[src/rtl/i2c_codec_slave_if.sv]
// I2C bus bundle between the codec-control master and the codec stand-in.
// SDA is open-drain: sdat_in is the resolved bus level, sdat_oe=1 pulls low.
interface i2c_codec_slave_if;
  logic I2C_SCLK;
  logic sdat_in;
  logic sdat_oe;

  modport master (
    output I2C_SCLK,
    output sdat_in,
    input  sdat_oe
  );

  modport slave (
    input  I2C_SCLK,
    input  sdat_in,
    output sdat_oe
  );
endinterface

[src/rtl/i2c_codec_slave.sv]
// WM8731-style write-only I2C control-port responder.
// Oversamples SCL/SDA, decodes 3-byte writes, ACKs them and commits them
// into a small 9-bit register file with volume/activity taps.
//
// Bus handshake: there is no valid/ready; a write is reported by wr_valid,
// a single-clock pulse with wr_reg/wr_data stable from that cycle until the
// next commit. The slave never stretches SCL.
module i2c_codec_slave #(
  parameter logic [6:0] DEV_ADDR  = 7'h1A,
  parameter int         NUM_REGS  = 10,
  parameter logic [6:0] RESET_REG = 7'h0F
) (
  input  logic                clk,
  input  logic                reset,
  i2c_codec_slave_if.slave    bus,
  output logic                wr_valid,
  output logic [6:0]          wr_reg,
  output logic [8:0]          wr_data,
  output logic [8:0]          vol_l,
  output logic [8:0]          vol_r,
  output logic                active,
  input  logic [3:0]          dbg_idx,
  output logic [8:0]          dbg_data,
  output logic [7:0]          xfer_cnt,
  output logic [2:0]          dbg_state
);

  typedef enum logic [2:0] {
    S_IDLE   = 3'd0,
    S_ADDR   = 3'd1,
    S_ACK_A  = 3'd2,
    S_REG    = 3'd3,
    S_ACK_R  = 3'd4,
    S_DATA   = 3'd5,
    S_ACK_D  = 3'd6,
    S_IGNORE = 3'd7
  } state_t;

  // Power-on contents of the codec register file.
  function automatic logic [8:0] reg_default(input int idx);
    case (idx)
      0, 1:    reg_default = 9'h097;
      2, 3:    reg_default = 9'h079;
      4:       reg_default = 9'h00A;
      5:       reg_default = 9'h008;
      6:       reg_default = 9'h09F;
      7:       reg_default = 9'h00A;
      default: reg_default = 9'h000;
    endcase
  endfunction

  // Synchronizer and edge-detect history.
  logic       r_scl_s1, r_scl_s2, r_scl_d;
  logic       r_sda_s1, r_sda_s2, r_sda_d;

  // Protocol state.
  state_t     r_state;
  logic [2:0] r_bitcnt;
  logic [7:0] r_shift;
  logic       r_byte_done;
  logic [6:0] r_reg_idx;
  logic       r_d8;
  logic       r_sdat_oe;
  logic       r_wr_valid;
  logic [6:0] r_wr_reg;
  logic [8:0] r_wr_data;
  logic [7:0] r_xfer_cnt;

  logic [8:0] r_regs [NUM_REGS];

  logic       w_scl_rise, w_scl_fall;
  logic       w_start, w_stop;
  logic       w_commit, w_restore;
  logic [8:0] w_dbg_data;

  // Synchronizer runs freely through reset so that releasing reset in the
  // middle of bus activity never produces a phantom edge; the FSM ignores
  // the bus until the next START anyway.
  always_ff @(posedge clk) begin
    r_scl_s1 <= bus.I2C_SCLK;
    r_scl_s2 <= r_scl_s1;
    r_scl_d  <= r_scl_s2;
    r_sda_s1 <= bus.sdat_in;
    r_sda_s2 <= r_sda_s1;
    r_sda_d  <= r_sda_s2;
  end

  assign w_scl_rise = r_scl_s2 & ~r_scl_d;
  assign w_scl_fall = ~r_scl_s2 & r_scl_d;
  // SDA edges qualify as conditions only when SCL was high on both samples.
  assign w_start    = r_scl_s2 & r_scl_d & r_sda_d & ~r_sda_s2;
  assign w_stop     = r_scl_s2 & r_scl_d & ~r_sda_d & r_sda_s2;

  // Third byte finished and its ACK is being driven: commit the write.
  assign w_commit   = ~w_start & ~w_stop & w_scl_fall & r_byte_done &
                      (r_state == S_DATA);
  assign w_restore  = w_commit & (r_reg_idx == RESET_REG);

  // Protocol FSM: byte reception, ACK drive and commit reporting.
  always_ff @(posedge clk) begin
    if (reset) begin
      r_state     <= S_IDLE;
      r_bitcnt    <= 3'd0;
      r_shift     <= 8'd0;
      r_byte_done <= 1'b0;
      r_reg_idx   <= 7'd0;
      r_d8        <= 1'b0;
      r_sdat_oe   <= 1'b0;
      r_wr_valid  <= 1'b0;
      r_wr_reg    <= 7'd0;
      r_wr_data   <= 9'd0;
      r_xfer_cnt  <= 8'd0;
    end else begin
      r_wr_valid <= 1'b0;
      if (w_start) begin
        r_state     <= S_ADDR;
        r_bitcnt    <= 3'd0;
        r_byte_done <= 1'b0;
        r_sdat_oe   <= 1'b0;
      end else if (w_stop) begin
        r_state     <= S_IDLE;
        r_bitcnt    <= 3'd0;
        r_byte_done <= 1'b0;
        r_sdat_oe   <= 1'b0;
      end else begin
        case (r_state)
          S_ADDR, S_REG, S_DATA: begin
            if (w_scl_rise && !r_byte_done) begin
              r_shift  <= {r_shift[6:0], r_sda_s2};
              r_bitcnt <= r_bitcnt + 3'd1;
              if (r_bitcnt == 3'd7) r_byte_done <= 1'b1;
            end else if (w_scl_fall && r_byte_done) begin
              r_byte_done <= 1'b0;
              if (r_state == S_ADDR) begin
                if (r_shift[7:1] == DEV_ADDR && !r_shift[0]) begin
                  r_sdat_oe <= 1'b1;
                  r_state   <= S_ACK_A;
                end else begin
                  r_state   <= S_IGNORE;
                end
              end else if (r_state == S_REG) begin
                r_reg_idx <= r_shift[7:1];
                r_d8      <= r_shift[0];
                r_sdat_oe <= 1'b1;
                r_state   <= S_ACK_R;
              end else begin
                r_sdat_oe  <= 1'b1;
                r_state    <= S_ACK_D;
                r_wr_valid <= 1'b1;
                r_wr_reg   <= r_reg_idx;
                r_wr_data  <= {r_d8, r_shift};
                r_xfer_cnt <= r_xfer_cnt + 8'd1;
              end
            end
          end
          S_ACK_A, S_ACK_R, S_ACK_D: begin
            if (w_scl_fall) begin
              r_sdat_oe <= 1'b0;
              r_bitcnt  <= 3'd0;
              case (r_state)
                S_ACK_A: r_state <= S_REG;
                S_ACK_R: r_state <= S_DATA;
                default: r_state <= S_IGNORE;  // a 4th byte is never ACKed
              endcase
            end
          end
          default: ;  // IDLE / IGNORE wait for START
        endcase
      end
    end
  end

  // Register file: defaults on reset or a write to RESET_REG, else commit.
  always_ff @(posedge clk) begin
    if (reset || w_restore) begin
      for (int i = 0; i < NUM_REGS; i++) r_regs[i] <= reg_default(i);
    end else if (w_commit) begin
      for (int i = 0; i < NUM_REGS; i++) begin
        if (r_reg_idx == 7'(i)) r_regs[i] <= {r_d8, r_shift};
      end
    end
  end

  // Debug read port: out-of-range indices read as zero.
  always_comb begin
    w_dbg_data = 9'd0;
    for (int i = 0; i < NUM_REGS; i++) begin
      if (i < 16 && dbg_idx == 4'(i)) w_dbg_data = r_regs[i];
    end
  end

  assign bus.sdat_oe = r_sdat_oe;
  assign wr_valid    = r_wr_valid;
  assign wr_reg      = r_wr_reg;
  assign wr_data     = r_wr_data;
  assign xfer_cnt    = r_xfer_cnt;
  assign vol_l       = r_regs[2];
  assign vol_r       = r_regs[3];
  assign active      = r_regs[9][0];
  assign dbg_data    = w_dbg_data;
  assign dbg_state   = r_state;

endmodule

[src/flat_wrapper.sv]
// flat-port wrapper written by rule: the top's interface ports become plain ports
module i2c_codec_slave_flat 
#(
  parameter logic [6:0] DEV_ADDR  = 7'h1A,
  parameter int         NUM_REGS  = 10,
  parameter logic [6:0] RESET_REG = 7'h0F
)
  (clk, reset, wr_valid, wr_reg, wr_data, vol_l, vol_r, active, dbg_idx, dbg_data, xfer_cnt, dbg_state, bus_I2C_SCLK, bus_sdat_in, bus_sdat_oe);
  i2c_codec_slave_if bus_i ();
  input  logic clk;
  input  logic reset;
  output logic wr_valid;
  output logic [6:0] wr_reg;
  output logic [8:0] wr_data;
  output logic [8:0] vol_l;
  output logic [8:0] vol_r;
  output logic active;
  input  logic [3:0] dbg_idx;
  output logic [8:0] dbg_data;
  output logic [7:0] xfer_cnt;
  output logic [2:0] dbg_state;
  input wire logic [$bits(bus_i.I2C_SCLK)-1:0] bus_I2C_SCLK;
  input wire logic [$bits(bus_i.sdat_in)-1:0] bus_sdat_in;
  output wire logic [$bits(bus_i.sdat_oe)-1:0] bus_sdat_oe;
  assign bus_i.I2C_SCLK = bus_I2C_SCLK;
  assign bus_i.sdat_in = bus_sdat_in;
  assign bus_sdat_oe = bus_i.sdat_oe;
  i2c_codec_slave #(.DEV_ADDR(DEV_ADDR), .NUM_REGS(NUM_REGS), .RESET_REG(RESET_REG)) u_core (.clk(clk), .reset(reset), .bus(bus_i), .wr_valid(wr_valid), .wr_reg(wr_reg), .wr_data(wr_data), .vol_l(vol_l), .vol_r(vol_r), .active(active), .dbg_idx(dbg_idx), .dbg_data(dbg_data), .xfer_cnt(xfer_cnt), .dbg_state(dbg_state));
endmodule
[config.mk]
export PLATFORM = sky130hd
export DESIGN_NAME = i2c_codec_slave_flat
export DESIGN_NICKNAME = d
export VERILOG_FILES = /design/src/rtl/i2c_codec_slave_if.sv /design/src/rtl/i2c_codec_slave.sv /design/src/flat_wrapper.sv
export SDC_FILE = /design/constraint.sdc
export NUM_CORES = 1
export LEC_CHECK = 0
export CORE_MARGIN = 5
export CORE_UTILIZATION = 60
export CTS_CLUSTER_SIZE = 24
export DETAILED_ROUTE_END_ITERATION = 8
export PLACE_DENSITY = 0.82
export SLEW_MARGIN = 10
export SYNTH_ARGS = -nofsm -noshare
export SYNTH_HDL_FRONTEND = slang
export SYNTH_SLANG_ARGS = --single-unit
export TNS_END_PERCENT = 20
[constraint.sdc]
create_clock -name clk -period 3.96 [get_ports clk]
set_input_delay 0.594 -clock clk [delete_from_list [all_inputs] [get_ports clk]]
set_output_delay 0.594 -clock clk [all_outputs]
set_load 0.01 [all_outputs]
**Word-level counts from Yosys, hierarchy flattened**

Memories as Yosys holds them, arrays and structs flattened.
Cells that the tools add are included.

- RAM bits: 90
- Input port bits: 8
- ROM bits: 0
- Bits in latches: 0
- Output and inout bits: 57
- Word-level logic and storage cells: 204
- Register bits: 55
- Memories: 1

- Reductions and logical operators: 23
- Shift-type cells: 0
- Divide/modulo/power cells: 0
- Add/sub/neg operators: 2
- Bitwise logic cells: 33
- Equality and inequality tests: 36
- Multipliers: 0
- Muxes and demuxes: 91
- $lt $le $gt $ge: 0

Memory list:

| memory | words | width | read ports | clocked after Yosys merged registers in | wr ports | RTL line | RTL |
|---|---|---|---|---|---|---|---|
| u_core.r_regs | 10 | 9 | 10 | 0 | 10 | i2c_codec_slave.sv:69 | `logic [8:0] r_regs [NUM_REGS];` |

Operators with widths:

| cell | number |
|---|---|
| 9-bit two-way mux | 26 |
| 1-bit two-way mux | 53 |
| 7-bit by 3-bit == test with 1-bit output (second input constant) | 4 |
| 7-bit by 4-bit == test with 1-bit output (second input constant) | 3 |
| 3-bit two-way mux | 7 |
| 3-bit case mux with 2 select lines | 3 |
| 4-bit by 3-bit == test with 1-bit output (second input constant) | 4 |
| 7-bit by 2-bit == test with 1-bit output (second input constant) | 2 |
| 7-bit AND reduction | 2 |
| 1-bit AND | 12 |
| 3-bit == test (second input constant) | 4 |
| 4-bit AND reduction | 3 |
| 1-bit NOT | 11 |
| 1-bit OR | 10 |
| 3-bit OR reduction | 3 |
| 8-bit by 1-bit adder with 8-bit output (second input constant) | 1 |
| 4-bit by 2-bit == test with 1-bit output (second input constant) | 2 |
| 4-bit == test (second input constant) | 2 |
| 4-bit by 1-bit inequality test with 1-bit output (second input constant) | 2 |
| 7-bit by 1-bit == test with 1-bit output (second input constant) | 1 |
| 7-bit by 5-bit == test with 1-bit output (second input constant) | 1 |
| 7-bit zero test | 1 |
| 7-bit OR reduction | 1 |
| 3-bit by 2-bit == test with 1-bit output (second input constant) | 2 |
| other kinds (17) | 25 |

**Longest topological paths before layout**

- Depth after elaboration: 13
- Mapped depth: 7
- Mapped depth without buffers: 4

**Worst setup path before layout**

Ideal clock, no wire load.

- Path type: register to register
- From: reg u_core.r_state[0], in the netlist u_core.dbg_state[0]
- To: mem u_core.r_regs[2][0], in the netlist u_core.r_regs[0][18], enable pin
- Stages on the path, launching flop included: 7
- Data required time: 3.570 ns
- Path buffers: 3
- Clock period less this slack: 2.438 ns
- Library setup time: 0.390 ns
- Data arrival time: 2.048 ns
- Setup slack: 1.522 ns
- Path through: dfxtp_1 -> buf_2 -> and3b_2 -> nand2_4 -> buf_6 -> buf_1 -> o31ai_1

RTL lines:

| what | RTL line | RTL |
|---|---|---|
| start: declaration | i2c_codec_slave.sv:57 | `state_t r_state;` |
| start signal: assignment | i2c_codec_slave.sv:102 | `r_state <= S_IDLE;` |
| start signal: assignment | i2c_codec_slave.sv:116 | `r_state <= S_ADDR;` |
| start signal: assignment | i2c_codec_slave.sv:121 | `r_state <= S_IDLE;` |
| end: declaration | i2c_codec_slave.sv:69 |  |

**Worst setup path in the final report**

- From: in dbg_idx[1]
- To: out dbg_data[7]

- Longest elaborated chain between the ends: 11
- Elaborated cells on any way between the ends: 20
- Classes of those cells: eq/ne: 9; mux: 10; reduce/logical: 1

Ends and longest elaborated chain:

| what | RTL line | RTL |
|---|---|---|
| start: declaration | flat_wrapper.sv:18 | `input logic [3:0] dbg_idx;` |
| 4-bit zero test | i2c_codec_slave.sv:188 | `if (i < 16 && dbg_idx == 4'(i)) w_dbg_data = r_regs[i];` |
| 9-bit two-way mux (9 in a row) | i2c_codec_slave.sv:188 |  |
| 9-bit two-way mux * | i2c_codec_slave.sv:188 |  |
| end: declaration | flat_wrapper.sv:19 | `output logic [8:0] dbg_data;` |

Mark *: on every way between the ends. The rest lies on a longest branch, timed or not.

==> run summary <==
Drt via density: 5.97
Switch Pwr: 0.695 mW
Largest net degree at the start of global routing: 57
Vias in the first global route: 4646
Switching share of power: 21.0%
IO Pins: 65
Syn Area/Cell: 11.1 sq um
Worst Path Buf+Inv: 2
Num CTS Buffers: 17
Most frequent cells in the layout: edfxtp_1, clkdlybuf4s50_1, nand2_1, dfxtp_1, and2_1
Cts hold-fix bufs: 0
Largest register by flop count: u_core.r_regs
Fin crit share: 88.7%
Post-synth net total: 623
Combinational family with the most area after synthesis: simple AND/OR/NAND/NOR gates
Most used cell, CP: clkdlybuf4s50_1
Minimum hold slack: 0.330 ns
Worst VDD drop: 284 uV
Power Dens Cells: 419 mW/mm^2
Total Wirelength: 15700 microns
Post-synth top area cell: edfxtp_1
Post-synth EDFFs: 90
CP Capture Type: output pin
Sink Count: 145
Crit-path leading delay family: buffers and inverters
Result of the run: finished, final reports clean
Area Growth Syn to Fin: 16.3%
XOR/XNOR share of the synthesized area: 1.03%
Iter 0 DRT Violations: 302
Startpoint types: primary input
Buffers on Ports: 64
Number of max-slew violations in the final report: 0
Max reg flops: 90
Crit path time final: 3.51 ns
Combinational fraction of design power: 5.0%
Distinct cells, synth: 60
Total grt overflow: 0
Max stage delay on crit path: 0.60 ns
Synth warn: 0
Slew at the pin with the worst max-slew slack: 1.26 ns
Critical path class: primary input to output pin
Final std cells w/o fill: 797
Post-synthesis compound-gate area fraction: 11.0%
Clock Root Buffer: clkbuf_16
Internal Pwr Total: 2.61 mW
Reg2reg setup slack: 1.24 ns
Synth top area share: 39.9%
Largest cells by area after synthesis: edfxtp_1, dfxtp_1, and2_1
Sequential share of power: 49.6%
Placed cell count: 765
Final HPWL DP: 10500 microns
Simple-gate share of the synthesized area: 20.6%
First-pass GRT wire length: 25200 microns
Adder-cell area share of the yosys netlist: 0.554%
Worst EP required: 3.37 ns
Normalized max-slew margin: 15.3%
Hold Path Class: flip-flop to flip-flop
Register area share after synthesis: 56.1%
Final net count: 655
CP Cell Sequence: clkdlybuf4s50_1 -> nor2_1 -> nand2_1 -> a22o_1 -> o31ai_1 -> clkdlybuf4s50_1
Mapped Area: 0.00678 sq mm
Crit-path slowest cell: clkdlybuf4s50_1
Rows: 38
Worst-skew pair later-pin latency: 0.42 ns
H-tree depth: 4
Seq cells post-synth: 145
Commonest non-fill, non-tap cell in the layout: edfxtp_1
Max Clk Rate: 285 MHz
Fillers: 788
Fraction of synthesized area in multiplexers: 5.35%
Fraction of layout cells with a size suffix above 1: 10.2%
CP max FO: 10
Synth async-reset ratio: 0%
CORE AREA: 0.0109 sq mm
Gpl congestion: 0.963
Via Count: 4760
Clock Pin Slew Worst Setup and Hold Paths: 0.06 ns
Clock buffer depth: 2
Worst Skew: 0.00730 ns
Clock group share of total power: 45.4%
Post-CTS Repair Setup Buffers: 0
CTS tree: done
# DRC: 0
Max_cap viols: 0
Die W: 116 microns
Post-Syn Instances: 612
Final ANT Viol Nets: 0
# resized after CTS: 0
N_diodes: 0
Final setup violation count: 0
DRT Pass-1 Iters: 4
WL/cell: 19.7 microns
Die Y: 116 microns
Final hold violation count: 0
Pleak: 2.66 nW
RSZ-0062 raised after global routing: no
Setup TNS: 0 ns
Post-synth top flop: edfxtp_1
Initial core utilization: 62.0%
Initial antenna violation count: 0
Die footprint: 0.0135 sq mm
Worst path arrival time: 2.92 ns
GRT Resource Usage Total: 24.7%
-- area by class of cell --
class	count	area, sq um	share of cell area [%]
Clock inverter	6	42.5	0.539
Sequential cell	145	3800	48.2
Multi-Input combinational cell	399	2610	33.1
Tap cell	140	175	2.22
Inverter	8	30.0	0.381
Clock buffer	26	523	6.63
Timing Repair Buffer	73	698	8.85
-- cells in the mapped netlist (3+ instances only) --
master / count
a22o_1: 9
nor3_1: 4
nand2b_1: 24
nor2b_1: 6
o31ai_1: 12
or2_1: 6
ha_1: 3
inv_1: 7
mux2i_1: 25
buf_2: 8
buf_6: 4
nand2_1: 61
nand3b_1: 4
dfxtp_1: 55
a22oi_1: 8
a31oi_1: 6
nor4_4: 6
buf_1: 6
o2bb2ai_1: 8
a21oi_1: 29
and2_1: 54
o21ai_0: 14
nand4_1: 3
and3_1: 4
buf_4: 18
xnor2_1: 5
clkbuf_1: 24
mux2_2: 10
edfxtp_1: 90
nand3_1: 5
nor2_1: 46
xor2_1: 3
a211oi_1: 8
-- metal layers --
| metal | wire [microns] | GRT usage [%] | share of wire (%) |
|---|---|---|---|
| met5 | 0 | 0 | 0 |
| met4 | 479 | 10.3 | 3.0 |
| met1 | 6630 | 32.4 | 42 |
| met2 | 7620 | 39.9 | 48 |
| met3 | 1010 | 5.18 | 6.4 |
-- worst paths after layout --
kind | startpoint | to | cells past startpoint
max | dbg_idx[1] | dbg_data[7] | 6
min reg2reg | u_core.r_sda_s1 | u_core.r_sda_s2 | 0
min | u_core.r_sda_s1 | u_core.r_sda_s2 | 0
max reg2reg | u_core.r_scl_d | u_core.r_regs[0][44] | 5
-- cells by family (layout without fill, tap and decap cells) --
kind of cell,after synthesis,in the layout
compound gates,110,110
xor+xnor,8,8
fa+ha+maj,3,3
buf+inv,68,113
flops,145,145
mux,35,35
simple gates,243,243
-- metrics by stage --
stage | total power [mW] | setup slack (ns) | utilization (%) | instance area (sq um)
after detailed placement | 1.83 | 0.503 | 66.9 | 7320
after global routing | 3.40 | 0.265 | 72.1 | 7890
after global placement | 1.83 | 0.508 | 66.9 | 7320
final | 3.30 | 0.448 | 72.1 | 7890
after CTS | 3.31 | 0.495 | 72.1 | 7890
after floorplan | 1.77 | 1.52 | - | 6780
-- power by group through the flow --
stage	sequential [mW]	combinational, mW	clock [mW]
floorplan	1.66	0.108	0
global placement	1.67	0.160	0
detailed placement	1.67	0.163	0
CTS	1.64	0.164	1.51
global route	1.64	0.176	1.59
finish	1.64	0.163	1.50
Power figures use the tool's default switching activity.
